`config.mk`:
```
export PLATFORM = sky130hd
export DESIGN_NAME = expr_operand_loader
export DESIGN_NICKNAME = d
export VERILOG_FILES = /design/src/rtl/expr_operand_loader.sv
export SDC_FILE = /design/constraint.sdc
export NUM_CORES = 1
export LEC_CHECK = 0
export CORE_UTILIZATION = 40
export CTS_CLUSTER_SIZE = 14
export DETAILED_ROUTE_END_ITERATION = 6
export GPL_TIMING_DRIVEN = 0
export PLACE_DENSITY = 0.75
export SYNTH_ARGS = -nofsm -noshare
export SYNTH_HDL_FRONTEND = slang
export SYNTH_SLANG_ARGS = --single-unit
export TNS_END_PERCENT = 10
```
`constraint.sdc`:
```
create_clock -name clk -period 12.3 [get_ports clk]
set_clock_uncertainty 0.05 [all_clocks]
set_input_delay 2.46 -clock clk [delete_from_list [all_inputs] [get_ports clk]]
set_output_delay 2.46 -clock clk [all_outputs]
set_load 0.02 [all_outputs]
```
`src/rtl/expr_operand_loader.sv`:
```
// expr_operand_loader: collects eight WIDTH-bit stream words (X,Y,Z,P,Q,R,S,T)
// and presents them as one stable operand set with a valid/ready handshake.
// Optional feature: define OPLOAD_ABORT_EN to add the in_abort input port.
module expr_operand_loader #(
    parameter int unsigned WIDTH         = 32,
    parameter bit          CLR_ON_ACCEPT = 1'b0
) (
    input  logic             clk,
    input  logic             rst,
    input  logic             in_valid,
    output logic             in_ready,
    input  logic [WIDTH-1:0] in_data,
    input  logic             in_last,
`ifdef OPLOAD_ABORT_EN
    input  logic             in_abort,
`endif
    output logic [WIDTH-1:0] X,
    output logic [WIDTH-1:0] Y,
    output logic [WIDTH-1:0] Z,
    output logic [WIDTH-1:0] P,
    output logic [WIDTH-1:0] Q,
    output logic [WIDTH-1:0] R,
    output logic [WIDTH-1:0] S,
    output logic [WIDTH-1:0] T,
    output logic             op_valid,
    input  logic             op_ready,
    output logic [2:0]       load_cnt,
    output logic             frame_err
);

    typedef enum logic {
        LOAD = 1'b0,
        HOLD = 1'b1
    } state_t;

    state_t           state_q, state_d;
    logic [2:0]       cnt_q, cnt_d;
    logic             err_q, err_d;
    logic [WIDTH-1:0] ops_q [8];
    logic [WIDTH-1:0] ops_d [8];
    logic             abort_w;
    logic             xfer_w;

`ifdef OPLOAD_ABORT_EN
    assign abort_w = in_abort;
`else
    assign abort_w = 1'b0;
`endif

    assign in_ready = (state_q == LOAD);
    assign xfer_w   = in_valid & in_ready;

    // State, counter, error flag and operand registers
    always_ff @(posedge clk or posedge rst) begin
        if (rst) begin
            state_q <= LOAD;
            cnt_q   <= '0;
            err_q   <= 1'b0;
            for (int unsigned i = 0; i < 8; i++) begin
                ops_q[i] <= '0;
            end
        end else begin
            state_q <= state_d;
            cnt_q   <= cnt_d;
            err_q   <= err_d;
            for (int unsigned i = 0; i < 8; i++) begin
                ops_q[i] <= ops_d[i];
            end
        end
    end

    // Next-state: accept words in LOAD, hold the set until downstream takes it
    always_comb begin
        state_d = state_q;
        cnt_d   = cnt_q;
        err_d   = err_q;
        for (int unsigned i = 0; i < 8; i++) begin
            ops_d[i] = ops_q[i];
        end

        unique case (state_q)
            LOAD: begin
                if (abort_w) begin
                    // Abort wins over a same-cycle transfer: word dropped, no error
                    cnt_d = '0;
                end else if (xfer_w) begin
                    if (cnt_q == 3'd7) begin
                        ops_d[7] = in_data;
                        cnt_d    = '0;
                        state_d  = HOLD;
                        if (!in_last) begin
                            err_d = 1'b1;
                        end
                    end else if (in_last) begin
                        // Early in_last: drop the word and restart the set
                        err_d = 1'b1;
                        cnt_d = '0;
                    end else begin
                        ops_d[cnt_q] = in_data;
                        cnt_d        = cnt_q + 3'd1;
                    end
                end
            end
            HOLD: begin
                if (op_ready) begin
                    state_d = LOAD;
                    if (CLR_ON_ACCEPT) begin
                        for (int unsigned i = 0; i < 8; i++) begin
                            ops_d[i] = '0;
                        end
                    end
                end
            end
            default: state_d = LOAD;
        endcase
    end

    assign op_valid  = (state_q == HOLD);
    assign load_cnt  = cnt_q;
    assign frame_err = err_q;
    assign X = ops_q[0];
    assign Y = ops_q[1];
    assign Z = ops_q[2];
    assign P = ops_q[3];
    assign Q = ops_q[4];
    assign R = ops_q[5];
    assign S = ops_q[6];
    assign T = ops_q[7];

endmodule

```
* After elaboration in Yosys (flattened, before gate mapping)
Cells that the tools add are included.
** Storage, ports and cells
- Flip-flop bits (word level) :: 261
- Input bits :: 37
- Output and inout bits :: 262
** Operators by class
- $add $sub $neg :: 1
- $lt $le $gt $ge :: 2
- Equal/unequal tests :: 3
- Mux-type cells :: 14
- Bitwise gates (word level) :: 5
- Reductions and logical operators :: 6
** Operator list (count)
- $bwmux W256 :: 1
- $demux W32 S3 :: 1
- $mux W32 :: 3
- $reduce_and A4 Y1 :: 2
- $mux W1 :: 6
- $mux W3 :: 2
- $ge A4 B4 Y1 const B :: 1
- $lt A4 B1 Y1 const B :: 1
- $not A3 Y4 :: 1
- $add A3 B1 Y3 const B :: 1
- $eq A3 B3 Y1 const B :: 1
- $not A1 Y1 :: 3
- $reduce_and A3 Y1 :: 1
- $ne A2 B1 Y1 const B :: 1
- $ne A2 B2 Y1 const B :: 1
- $pmux W1 S2 :: 1
- $reduce_and A2 Y1 :: 1
- $reduce_bool A2 Y1 :: 1
- $and A1 B1 Y1 :: 1
- $logic_and A1 B1 Y1 :: 1

* Longest topological paths before layout
- Depth in word-level cells :: 8
- Depth in mapped cells :: 9
- Mapped depth without buffers :: 7

* Worst setup path before layout
OpenSTA, ideal clock, no wires.
- Kind :: input to register
- Start point :: input in_last
- End point :: register ops_q (netlist bit S[0])
- Arrival time :: 3.678 ns
- Setup slack :: 8.447 ns
- Stages :: 6
- Path buffers :: 1
- Cells stage by stage :: inv_1 -> ha_1 -> nand4b_1 -> nor3b_2 -> buf_4 -> mux2_2
** On the way
- Word-level cells in the longest chain between the ends :: 2
** RTL lines
- from (decl) :: RTL line 13 : input logic in_last,
- $not A1 Y1 (no source line)
- $reduce_and A4 Y1 (no source line)
- to (signal, indexed assignment) :: RTL line 67 : ops_q[i] <= ops_d[i];
- to (decl) :: RTL line 39 : logic [WIDTH-1:0] ops_q [8];
No other way between the ends.
A chain may end at the register's enable or synchronous reset.

* Worst setup path after layout
- Start point :: input in_last
- End point :: register ops_q (netlist bit R[1])
The elaborated chain is that of the path after synthesis.

==> metrics.csv <==
metric;value;unit
outcome;finished, final reports clean;
synth.mux.area_fraction;29.76;%
holdWs;0.4328;ns
synth_top_family_by_area;multiplexers;
die_x;158.8;um
syn2layout_area_growth;45.61;%
detailed_place_hpwl;17490;um
xor_xnor_share_of_the_synthesized_area;0;%
antenna_left;0;
cp.required;12.66;ns
drt_wl_total;25600;um
cts_inserted_buffers;28;
relSlewSlack;58.48;%
leakagePower;6.472;nW
grt.total_usage;20.64;%
drt_iter0_drc;228;
synth-compound-area-share;0.3943;%
grt_max_degree;121;
num_antenna_cells;0;
synth_nets;613;
synth-async-reset-ratio;100.0;%
power_density;225.9;nW/um2
yosys_register_bits;261;
setup-violations-final;0;
share_of_post_route_cells_with_drive_strength_above_1;33.87;%
number_of_antenna_violations_at_the_first_check_in_global_routing;0;
worstSetupEndpointType;register;
fmax;232.2;MHz
grt_setup_unrepaired;false;
fp.dieArea;25230;um2
ios;299;
ctsResizeCount;0;
fin_util;59.08;%
clk_latency;0.53;ns
drcViolationCount;0;
initial_cell_density_of_the_core;40.57;%
synth.largest_area_cell;sky130_fd_sc_hd__dfrtp_1;
avgViaCountPerCell;4.871;
final_net_count;943;
clock_tree_sinks;261;
cts_root_buffer;sky130_fd_sc_hd__clkbuf_16;
post_synth.cell_area_avg;17.20;um2
cts_tree;done;
yosysWarnings;0;
post_cts.repair.setup_buffers;0;
hold_path_class;reg2reg;
cts_hold_buffers;0;
synthTopCellsByArea;sky130_fd_sc_hd__dfrtp_1, sky130_fd_sc_hd__mux2_2, sky130_fd_sc_hd__mux2_1, sky130_fd_sc_hd__mux2_4, sky130_fd_sc_hd__buf_2;
clkSlewWorstSetupHoldPaths;0.06;ns
final.min_clock_period;4.307;ns
floorplan.core_area;24250;um2
dr.pass1.iters;4;
worstMarginPinSlew;0.6228;ns
cp.arrival;4.67;ns
post_synth_edffs;0;
synth.cell_area;9838;um2
worst-path-max-fanout;10;
port_buffers;298;
synth_most_common_cell;sky130_fd_sc_hd__dfrtp_1;
min_period_over_period;35.02;%
finalPower;0.003236;W
grt_remaining_overflow;0;
clockBufferDepth;3;
maxSlewViolCount;0;
finalHoldViolations;0;
synth_cell_types;24;
drt-wirelength-per-cell;20.51;um
layout.filler_cells;1898;
post_synth_most_frequent_cells;sky130_fd_sc_hd__dfrtp_1, sky130_fd_sc_hd__mux2_2, sky130_fd_sc_hd__mux2_1, sky130_fd_sc_hd__buf_2, sky130_fd_sc_hd__mux2_4;
htree_num_levels;1;
finalWeightedCongestion;0.7465;
die_height;158.8;um
rows;57;
seq_total_area_yosys;66.39;%
timing.max_cap.violations;0;
synth-simple-area-share;1.043;%
power.ir.vdd_worst;0.1653;mV
first_pass_grt_wire_length;40420;um
postSynth.topFlopCell;sky130_fd_sc_hd__dfrtp_1;
startpoint_type;input port;
critical_path_class;in2reg;
synthAdderAreaFrac;0.5087;%
first_global_vias;6591;
postSynthCellCount;572;
synth_largest_type_area_fraction;66.39;%
detailroute.via_count;6079;
## layout by cell type, fill, tap and decap left out, types with 2 or more instances in the layout
cell type,synthesis,layout
sky130_fd_sc_hd__a22o_1,2,2
sky130_fd_sc_hd__buf_16,0,2
sky130_fd_sc_hd__buf_2,18,18
sky130_fd_sc_hd__buf_4,6,6
sky130_fd_sc_hd__buf_6,3,3
sky130_fd_sc_hd__bufinv_16,0,5
sky130_fd_sc_hd__clkbuf_1,1,3
sky130_fd_sc_hd__clkbuf_16,0,29
sky130_fd_sc_hd__clkbuf_8,0,8
sky130_fd_sc_hd__clkdlybuf4s50_1,0,298
sky130_fd_sc_hd__clkinv_2,0,7
sky130_fd_sc_hd__dfrtp_1,261,261
sky130_fd_sc_hd__ha_1,4,4
sky130_fd_sc_hd__inv_1,4,3
sky130_fd_sc_hd__mux2_1,28,28
sky130_fd_sc_hd__mux2_2,220,220
sky130_fd_sc_hd__mux2_4,9,9
sky130_fd_sc_hd__nand2b_1,2,2
sky130_fd_sc_hd__nand3b_1,2,2
sky130_fd_sc_hd__nor3b_2,2,2
## state kept, by name, indices dropped and copies added (netlist names), 3 cells and up
signal / count
P: 32
Q: 32
R: 32
S: 32
T: 32
X: 32
Y: 32
Z: 32
load_cnt: 3
## kinds of logic (layout without fill, tap and decap cells)
group / Yosys count / in the layout
flip-flops: 261 / 261
multiplexers: 257 / 257
buffers and inverters: 32 / 384
AND/OR/NAND/NOR: 13 / 13
AO/OA/AOI/OAI: 5 / 5
adder cells (fa/ha/maj): 4 / 4
## path summary, 6_finish.rpt
| kind | startpoint | slack [ns] | cells after the start | to |
|---|---|---|---|---|
| worst max register to register | load_cnt[1] | 9.52 | 8 | R[1] |
| worst min register to register | P[4] | 0.43 | 1 | P[4] |
| worst max-delay path | in_last | 7.99 | 7 | R[1] |
| min in group asynchronous | rst | 2.23 | 2 | T[29] |
| max in group asynchronous | rst | 9.10 | 3 | R[15] |
| worst min-delay path | P[4] | 0.43 | 1 | P[4] |
## per-layer routing
layer	global-route usage, %	wire length [um]	up-vias
li1	-	-	2692
met1	26.03	10790	3132
met2	34.79	12410	220
met3	6.008	1903	35
met4	5.031	498	0
met5	0	0	-
## power breakdown
group          switching [W]  total [W]  leakage (nW)  internal [W]
registers           0.000118    0.00121          3.36       0.00109
clock network       0.000339   0.000920         0.515      0.000581
logic               0.000527    0.00110          2.60      0.000577
## through the flow
stage | std cells | cell area, um2 | TNS [ns] | setup WS (ns)
after floorplan | 572 | 9838 | 0 | 2.607
after global placement | 1194 | 13230 | -171.19 | -0.6817
after detailed placement | 1196 | 13290 | 0 | 7.410
after CTS | 1248 | 14330 | 0 | 7.972
after global routing | 1248 | 14330 | 0 | 7.924
final | 1248 | 14330 | 0 | 7.993
## cell type report
type	count	area (um2)	area share, %
multi-input combinational	279	3119	21.77
buffer	28	172.7	1.205
tap	324	405.4	2.830
clock buffer	39	843.3	5.887
clock inverter	13	192.7	1.345
inverter	4	22.52	0.1572
sequential	261	6531	45.59
timing repair buffer	300	3038	21.21
## critical path: stages
cell and delay, ns:
sky130_fd_sc_hd__clkdlybuf4s50_1 0.46, sky130_fd_sc_hd__inv_1 0.09, sky130_fd_sc_hd__ha_1 0.18, sky130_fd_sc_hd__nand4b_1 0.22, sky130_fd_sc_hd__nor3b_2 0.54, sky130_fd_sc_hd__buf_4 0.35
sky130_fd_sc_hd__mux2_2 0.36
(Power assumes the default switching activity.)
